File: config.mk
export PLATFORM = sky130hd
export DESIGN_NAME = fifo_ctrl
export DESIGN_NICKNAME = d
export VERILOG_FILES = /design/src/rtl/fifo_pkg.sv /design/src/rtl/fifo_ptr.sv /design/src/rtl/fifo_ctrl.sv
export SDC_FILE = /design/constraint.sdc
export NUM_CORES = 1
export LEC_CHECK = 0
export CORE_ASPECT_RATIO = 0.7
export CORE_MARGIN = 4
export CORE_UTILIZATION = 42
export CTS_CLUSTER_SIZE = 20
export DETAILED_ROUTE_END_ITERATION = 8
export MAX_ROUTING_LAYER = met4
export PLACE_DENSITY = 0.72
export RECOVER_POWER = 25
export SLEW_MARGIN = 20
export SYNTH_ARGS = -nofsm -noshare
export SYNTH_HDL_FRONTEND = slang
export SYNTH_SLANG_ARGS = --single-unit
File: constraint.sdc
create_clock -name clk -period 2.2 [get_ports clk]
set_input_delay 0.55 -clock clk [delete_from_list [all_inputs] [get_ports clk]]
set_output_delay 0.55 -clock clk [all_outputs]
set_load 0.05 [all_outputs]
File: src/rtl/fifo_pkg.sv
`default_nettype none
// ============================================================================
// Module   : fifo_pkg
// Brief    : State encoding, default address width and next-state helper for
//            the 8-entry FIFO controller.
// Revision : 1.0
// ============================================================================
package fifo_pkg;

    localparam int unsigned FIFO_ADDR_W = 3;

    typedef enum logic [2:0] {
        INIT     = 3'b000,
        NO_OP    = 3'b001,
        WRITE    = 3'b010,
        WR_ERROR = 3'b011,
        READ     = 3'b100,
        RD_ERROR = 3'b101
    } fifo_state_e;

    // Rejections outrank acceptances; a write outranks a read at each level.
    function automatic fifo_state_e next_state(
        input logic push_acc,
        input logic push_rej,
        input logic pop_acc,
        input logic pop_rej
    );
        if (push_rej)      return WR_ERROR;
        else if (pop_rej)  return RD_ERROR;
        else if (push_acc) return WRITE;
        else if (pop_acc)  return READ;
        else               return NO_OP;
    endfunction

endpackage
`default_nettype wire

File: src/rtl/fifo_ptr.sv
`default_nettype none
// ============================================================================
// Module   : fifo_ptr
// Brief    : ADDR_W-bit wrap-around pointer, advances by one when inc is high.
// Revision : 1.0
// ============================================================================
module fifo_ptr #(
    parameter int unsigned ADDR_W = 3
) (
    input  logic              clk,
    input  logic              reset,
    input  logic              inc,
    output logic [ADDR_W-1:0] ptr
);

    logic [ADDR_W-1:0] ptr_q;
    logic [ADDR_W-1:0] ptr_d;

    // Natural overflow of the ADDR_W-bit sum gives the mod-DEPTH wrap.
    always_comb begin
        ptr_d = ptr_q;
        if (inc) begin
            ptr_d = ptr_q + 1'b1;
        end
    end

    always_ff @(posedge clk or posedge reset) begin
        if (reset) begin
            ptr_q <= '0;
        end else begin
            ptr_q <= ptr_d;
        end
    end

    assign ptr = ptr_q;

endmodule
`default_nettype wire

File: src/rtl/fifo_ctrl.sv
`default_nettype none
// ============================================================================
// Module   : fifo_ctrl
// Brief    : Head/tail/count control for a 2**ADDR_W entry FIFO built on an
//            external register file. Define FIFO_ALMOST_EN to add the
//            almost_full / almost_empty flags and their threshold parameters.
// Revision : 1.0
// ============================================================================
module fifo_ctrl
    import fifo_pkg::*;
#(
    parameter int unsigned ADDR_W   = FIFO_ADDR_W
`ifdef FIFO_ALMOST_EN
   ,parameter int unsigned AF_LEVEL = 7,
    parameter int unsigned AE_LEVEL = 1
`endif
) (
    input  logic              clk,
    input  logic              reset,
    input  logic              wr_en,
    input  logic              rd_en,
    output logic              rf_we,
    output logic [ADDR_W-1:0] rf_wAddr,
    output logic [ADDR_W-1:0] rf_rAddr,
    output logic              full,
    output logic              empty,
    output logic [ADDR_W:0]   data_count,
    output logic              wr_ack,
    output logic              wr_err,
    output logic              rd_ack,
    output logic              rd_err
`ifdef FIFO_ALMOST_EN
   ,output logic              almost_full,
    output logic              almost_empty
`endif
);

    localparam int unsigned    DEPTH     = 2 ** ADDR_W;
    localparam logic [ADDR_W:0] DEPTH_CNT = (ADDR_W + 1)'(DEPTH);

    fifo_state_e     state_q;
    fifo_state_e     state_d;
    logic [ADDR_W:0] count_q;
    logic [ADDR_W:0] count_d;
    logic            wr_ack_q;
    logic            rd_ack_q;

    logic            push_ok;
    logic            pop_ok;
    logic            push_rej;
    logic            pop_rej;

    assign full     = (count_q == DEPTH_CNT);
    assign empty    = (count_q == '0);
    assign push_ok  = wr_en & ~full;
    assign pop_ok   = rd_en & ~empty;
    assign push_rej = wr_en & full;
    assign pop_rej  = rd_en & empty;

    always_comb begin
        count_d = count_q;
        case ({push_ok, pop_ok})
            2'b10:   count_d = count_q + 1'b1;
            2'b01:   count_d = count_q - 1'b1;
            default: count_d = count_q;
        endcase
    end

    always_comb begin
        state_d = next_state(push_ok, push_rej, pop_ok, pop_rej);
    end

    always_ff @(posedge clk or posedge reset) begin
        if (reset) begin
            state_q  <= INIT;
            count_q  <= '0;
            wr_ack_q <= 1'b0;
            rd_ack_q <= 1'b0;
        end else begin
            state_q  <= state_d;
            count_q  <= count_d;
            wr_ack_q <= push_ok;
            rd_ack_q <= pop_ok;
        end
    end

    fifo_ptr #(
        .ADDR_W (ADDR_W)
    ) u_tail (
        .clk   (clk),
        .reset (reset),
        .inc   (push_ok),
        .ptr   (rf_wAddr)
    );

    fifo_ptr #(
        .ADDR_W (ADDR_W)
    ) u_head (
        .clk   (clk),
        .reset (reset),
        .inc   (pop_ok),
        .ptr   (rf_rAddr)
    );

    // Full and empty are exclusive, so a rejected push and a rejected pop never
    // coincide and each error flag is exactly its error state.
    assign rf_we      = push_ok;
    assign data_count = count_q;
    assign wr_ack     = wr_ack_q;
    assign rd_ack     = rd_ack_q;
    assign wr_err     = (state_q == WR_ERROR);
    assign rd_err     = (state_q == RD_ERROR);

`ifdef FIFO_ALMOST_EN
    localparam logic [ADDR_W:0] AF_CNT = (ADDR_W + 1)'(AF_LEVEL);
    localparam logic [ADDR_W:0] AE_CNT = (ADDR_W + 1)'(AE_LEVEL);

    assign almost_full  = (count_q >= AF_CNT);
    assign almost_empty = (count_q <= AE_CNT);
`endif

endmodule
`default_nettype wire

==> out/results.tsv, run 1 <==
metric	value	unit
initialDrtViolationCount	4	
hold_path.class	flip-flop to flip-flop	
arrival	2.45	ns
yosysTopAreaCell	dfrtp_1	
overflow	0	
p_clk_share	7.7	%
synth-edff-count	0	
dr.pass1.iters	4	
grt_max_degree	16	
cts_hold_buffers	0	
rows	13	
pwr-share-seq	23.6	%
cp_max_fo	4	
p_switching	0.991	mW
netlist.area_leader.share	45.2	%
grtUsageMet1	20.2	%
ioPinCount	21	
combPwrFrac	68.7	%
portBuffers	20	
clk_pin_slew	0.10	ns
use_met2	28.3	%
hold_ws	0.472	ns
finClkSkew	0.0116	ns
die-area	0.00276	mm2
cts_tree	yes	
peakVddDrop	1150	uV
synthCells	71	
synthMostInstantiatedCell	dfrtp_1	
tightestPinTransition	0.567	ns
period_share	102	%
initial_core_util	44.3	%
antenna_found_initial	0	
wire_per_inst	14.1	um
maxSlewViolCount	0	
synth_fp_nets	80	
synthesis.area	830	um2
ys_types	33	
grt_pass1_vias	709	
dp.final_hpwl	1460	um
htreeDepth	1	
grt.met3_usage	5.71	%
final_util	71.2	%
fin_crit	2.25	ns
antenna_left	0	
nFillCells	148	
nNetsFinal	126	
yosysSeqAreaShare	45.2	%
fmax	0.445	GHz
vias_per_cell	5.06	
die_h	45.2	um
clockBufferDepth	2	
ys_seq_elements	15	
antenna_cells	0	
syn_avg_cell_area	11.7	um2
synthToLayoutAreaGrowth	60.6	%
startpoint_type	flip-flop	
synth_async_sr_flop_share	100	%
synthFlopType	dfrtp_1	
fin_tns_setup	-0.0809	ns
drc	0	
setup_ws	-0.0474	ns
p_int	1.08	mW
violations	setup timing	
drv_cap	0	
clock_sinks	15	
p_per_area	1550	mW/mm2
numCtsBuffers	3	
worstPathRequired	2.41	ns
track_usage	16.7	%
setup-violations-final	2	
power.leakage	0.614	nW
gp_congestion	0.833	
root_buffer	clkbuf_4	
power.share.switching	47.9	%
top_usage_layer	met2	
die_w	61.1	um
endpoint_kind	flip-flop	
status	finished with violations	
finalPower	2.07	mW
vias	698	
rsz0062_at_grt	true	
ys.warnings.count	0	
criticalPathCategory	flip-flop to flip-flop	
synth_area_leaders	dfrtp_1, ha_1, xnor2_1	
hold_viol	0	
drt_wl_total	1940	um
slew_headroom	62.2	%
drive_gt1_share	47.4	%
coreArea	0.00187	mm2
worstSkewPairLatency	0.28	ns
grt_pass1_wl	3220	um
netlist_top_cells_count	dfrtp_1, inv_1, xnor2_1	
[area by class of cell]
cell class / instances / area (um2) / area share [%]
Multi-Input combinational cell: 46 / 445 / 33.4
Timing Repair Buffer: 44 / 425 / 31.9
Sequential cell: 15 / 379 / 28.5
Inverter: 7 / 28.8 / 2.16
Tap cell: 22 / 27.5 / 2.07
Clock buffer: 4 / 26.3 / 1.97
[logic make-up after synthesis]
kind of cell,after synthesis,synth area share [%]
compound gates,13,13.9
xor+xnor,7,7.39
fa+ha+maj,5,7.54
buf+inv,10,6.03
flops,15,45.2
mux,5,6.49
simple gates,16,13.4
[state kept, by name, summed over array words and instances (netlist names)]
signal and flops:
data_count 4, state_q 3, u_head.ptr 3, u_tail.ptr 3, rd_ack 1, wr_ack 1
[metrics by stage]
stage / worst slack [ns] / area [um2] / cells
5_1_grt: -0.124 / 1330 / 138
3_3_place_gp: -0.239 / 1220 / 126
3_5_place_dp: -0.258 / 1220 / 126
2_1_floorplan: -0.277 / 872 / 71
6_report: -0.0474 / 1330 / 138
4_1_cts: -0.0643 / 1300 / 135
[power groups by stage]
stage	clock (mW)	combinational [mW]	sequential (mW)
6_report	0.159	1.42	0.488
5_1_grt	0.175	1.52	0.507
4_1_cts	0.165	1.40	0.491
3_5_place_dp	0	1.36	0.494
3_3_place_gp	0	1.34	0.487
2_1_floorplan	0	0.531	0.863
[what timing repair did]
action,4_1_cts,5_1_grt
hold endpoints to repair,0,0
gates resized for setup,6,4
gates cloned,0,0
pin swaps,6,4
buffers inserted,5,3
setup endpoints to repair,4,8
[placed cells by master, fill, tap and decap left out, types with 2 or more instances in the layout]
master	count
o21ai_0	2
a21oi_1	2
buf_12	4
ha_4	2
nand2_1	2
dfrtp_1	12
nor2_1	3
mux2_2	2
inv_2	2
dlymetal6s2s_1	2
ha_1	2
mux2i_1	2
clkdlybuf4s50_1	10
clkbuf_4	3
buf_4	25
buf_6	2
dfrtp_2	3
xnor2_1	6
inv_1	4
[final timing paths]
| check | start | to | slack [ns] | cells past startpoint |
|---|---|---|---|---|
| worst max-delay path | data_count[0] | data_count[3] | -0.05 | 7 |
| worst min-delay path | u_head.ptr[2] | u_head.ptr[2] | 0.47 | 1 |
| worst max register to register | data_count[0] | data_count[3] | -0.05 | 7 |
| worst min register to register | u_head.ptr[2] | u_head.ptr[2] | 0.47 | 1 |
| max in group asynchronous | reset | data_count[1] | 1.03 | 2 |
| min in group asynchronous | reset | rd_ack | 0.75 | 2 |
[critical path: stages, from the launching register on]
cell and delay [ns]:
dfrtp_2 0.41, or4b_4 0.56, nand2_4 0.08, buf_6 0.09
buf_4 0.11, ha_4 0.21, or4_1 0.54, o221ai_2 0.18
[routing by layer]
layer	vias up	share of wire [%]	routed length, um
li1	336	-	-
met1	334	42	821
met2	26	51	981
met3	2	6.9	133
met4	0	0.26	5
met5	-	0	0
Note: power is estimated with default switching activity, not from simulation.
==> inputs of run 2 (changes only) <==
--- a/config.mk
+++ b/config.mk
@@ -5,13 +5,14 @@
 export SDC_FILE = /design/constraint.sdc
 export NUM_CORES = 1
 export LEC_CHECK = 0
+export ABC_AREA = 1
 export CORE_ASPECT_RATIO = 0.7
 export CORE_MARGIN = 4
-export CORE_UTILIZATION = 42
+export CORE_UTILIZATION = 41
 export CTS_CLUSTER_SIZE = 20
 export DETAILED_ROUTE_END_ITERATION = 8
 export MAX_ROUTING_LAYER = met4
-export PLACE_DENSITY = 0.72
+export PLACE_DENSITY = 0.71
 export RECOVER_POWER = 25
 export SLEW_MARGIN = 20
 export SYNTH_ARGS = -nofsm -noshare
==> out/results.tsv, run 2 <==
metric	value	unit
status	finished clean	
synth_async_sr_flop_share	100	%
fmax	0.473	GHz
gp_congestion	0.752	
ys_seq_elements	15	
initial_core_util	45.8	%
vias_per_cell	4.51	
hp-start	u_tail.ptr[2]	
overflow	0	
dr.pass1.iters	2	
antenna_cells	0	
antenna_left	0	
power.leakage	0.599	nW
clk_pin_slew	0.09	ns
max_stage_delay	0.83	ns
ys.warnings.count	0	
endpoint_kind	primary output	
ys_types	18	
finalPower	1.91	mW
htreeDepth	1	
worstSkewPairLatency	0.28	ns
synth_fp_nets	93	
synthMostInstantiatedCell	nand2_1	
syn_avg_cell_area	9.16	um2
final_common_cell	nand2_1	
criticalPathCategory	flip-flop to primary output	
final_util	65.8	%
track_usage	14.9	%
min_delay_worst_endpoint	u_tail.ptr[2]	
reg2regPathDepth	11	
crit_family	buffers and inverters	
yosysSeqAreaShare	48.8	%
period_share	96.1	%
nFillCells	142	
drive_gt1_share	21.7	%
root_buffer	clkbuf_4	
die_w	59.8	um
startpoint_type	flip-flop	
r2r_slack	0.22	ns
drc	0	
drv_cap	0	
coreArea	0.00168	mm2
die-area	0.00264	mm2
grt_max_degree	16	
arrival	1.56	ns
peakVddDrop	1330	uV
grt_pass1_vias	683	
clock_sinks	15	
cts_hold_buffers	0	
yosysTopAreaCell	dfrtp_1	
slew_headroom	63.1	%
synthFlopType	dfrtp_1	
die_h	44.2	um
tightestPinTransition	0.553	ns
initialDrtViolationCount	1	
portBuffers	20	
nNetsFinal	125	
numCtsBuffers	3	
hold_path.class	flip-flop to flip-flop	
slowest_stage	clkdlybuf4s50_1	
p_per_area	1730	mW/mm2
hold_depth	1	
finClkSkew	0.00661	ns
timing.rr.end	data_count[2]	
largest_register_ffs	4	
final_cell_mix	nand2_1, dfrtp_1, clkdlybuf4s50_1	
rsz0062_at_grt	false	
drt_wl_total	1630	um
clockBufferDepth	2	
netlist.area_leader.share	48.8	%
maxSlewViolCount	0	
dp.final_hpwl	1360	um
cp_max_fo	5	
r2r-start	data_count[0]	
synthToLayoutAreaGrowth	43.9	%
grt_pass1_wl	2840	um
synth-edff-count	0	
setup-violations-final	0	
wire_per_inst	12.0	um
hold_ws	0.484	ns
rows	12	
synth_area_leaders	dfrtp_1, nand2_1, ha_1	
worstPathCellList	clkdlybuf4s50_1	
final_cells	136	
synthCells	84	
cp.depth	1	
hold_viol	0	
cts_tree	yes	
vias	613	
antenna_found_initial	0	
path_buf_inv	1	
synthesis.area	769	um2
netlist_top_cells_count	nand2_1, dfrtp_1, inv_1	
fin_crit	2.11	ns
worstPathRequired	1.65	ns
ioPinCount	21	
place_inst	132	
[run 2: cell count changes in the layout (fill, tap and decap cells not counted), sizes merged, moves of 3 or more]
cell / previous run / this run
inv: 7 / 14
buf: 31 / 11
clkdlybuf4s50: 10 / 13
nand2: 3 / 29
nand3: 1 / 5
mux2: 3 / 0
[run 2: logic make-up after synthesis]
family	after synthesis	synth area share [%]
AO/OA/AOI/OAI	4	2.93
XOR/XNOR	7	7.97
adder cells (fa/ha/maj)	5	8.13
buffers and inverters	14	7.15
flip-flops	15	48.8
AND/OR/NAND/NOR	39	25.0
[run 2: metrics by stage]
stage	setup slack (ns)	cell area (um2)	setup TNS, ns
after floorplan	0.0656	769	0
after global placement	-0.0400	1080	-0.0400
after detailed placement	-0.0805	1080	-0.0805
after CTS	0.0180	1100	0
after global routing	0.0109	1110	0
final	0.0866	1110	0
[run 2: what timing repair did]
| item | in CTS | in global routing |
|---|---|---|
| endpoints found under the setup margin | 0 | 2 |
| buffers inserted | 0 | 0 |
| resized for setup | 0 | 2 |
[run 2: power by group]
| part | switching [mW] | internal [mW] |
|---|---|---|
| clock | 0.0842 | 0.0704 |
| combinational | 0.770 | 0.465 |
| sequential | 0.125 | 0.397 |
| total | 0.980 | 0.933 |
[run 2: layout make-up]
type,count,area [um2],share of cell area (%)
multi-input cells,55,339,30.6
flip-flops and latches,15,375,33.9
inverters,14,55.1,4.97
well taps,21,26.3,2.37
clock buffers,4,26.3,2.37
repair buffers,27,285,25.8
[run 2: worst max-delay path by stage]
| stage | start | endpoint | slack, ns |
|---|---|---|---|
| 2_1_floorplan | data_count[0] | data_count[2] | 0.07 |
| 3_3_place_gp | wr_en | data_count[2] | -0.04 |
| 3_5_place_dp | wr_en | data_count[2] | -0.08 |
| 4_1_cts | state_q[2] | rd_err | 0.02 |
| 5_1_grt | data_count[3] | data_count[3] | 0.01 |
| 6_report | data_count[3] | data_count[3] | 0.09 |
[run 2: metal layers]
| metal | routed length [um] | global-route usage, % | up-vias |
|---|---|---|---|
| met4 | 24 | 3.54 | 0 |
| met2 | 800 | 25.6 | 15 |
| met3 | 101 | 6.71 | 4 |
| met5 | 0 | - | - |
| met1 | 705 | 15.7 | 279 |
| li1 | - | - | 315 |
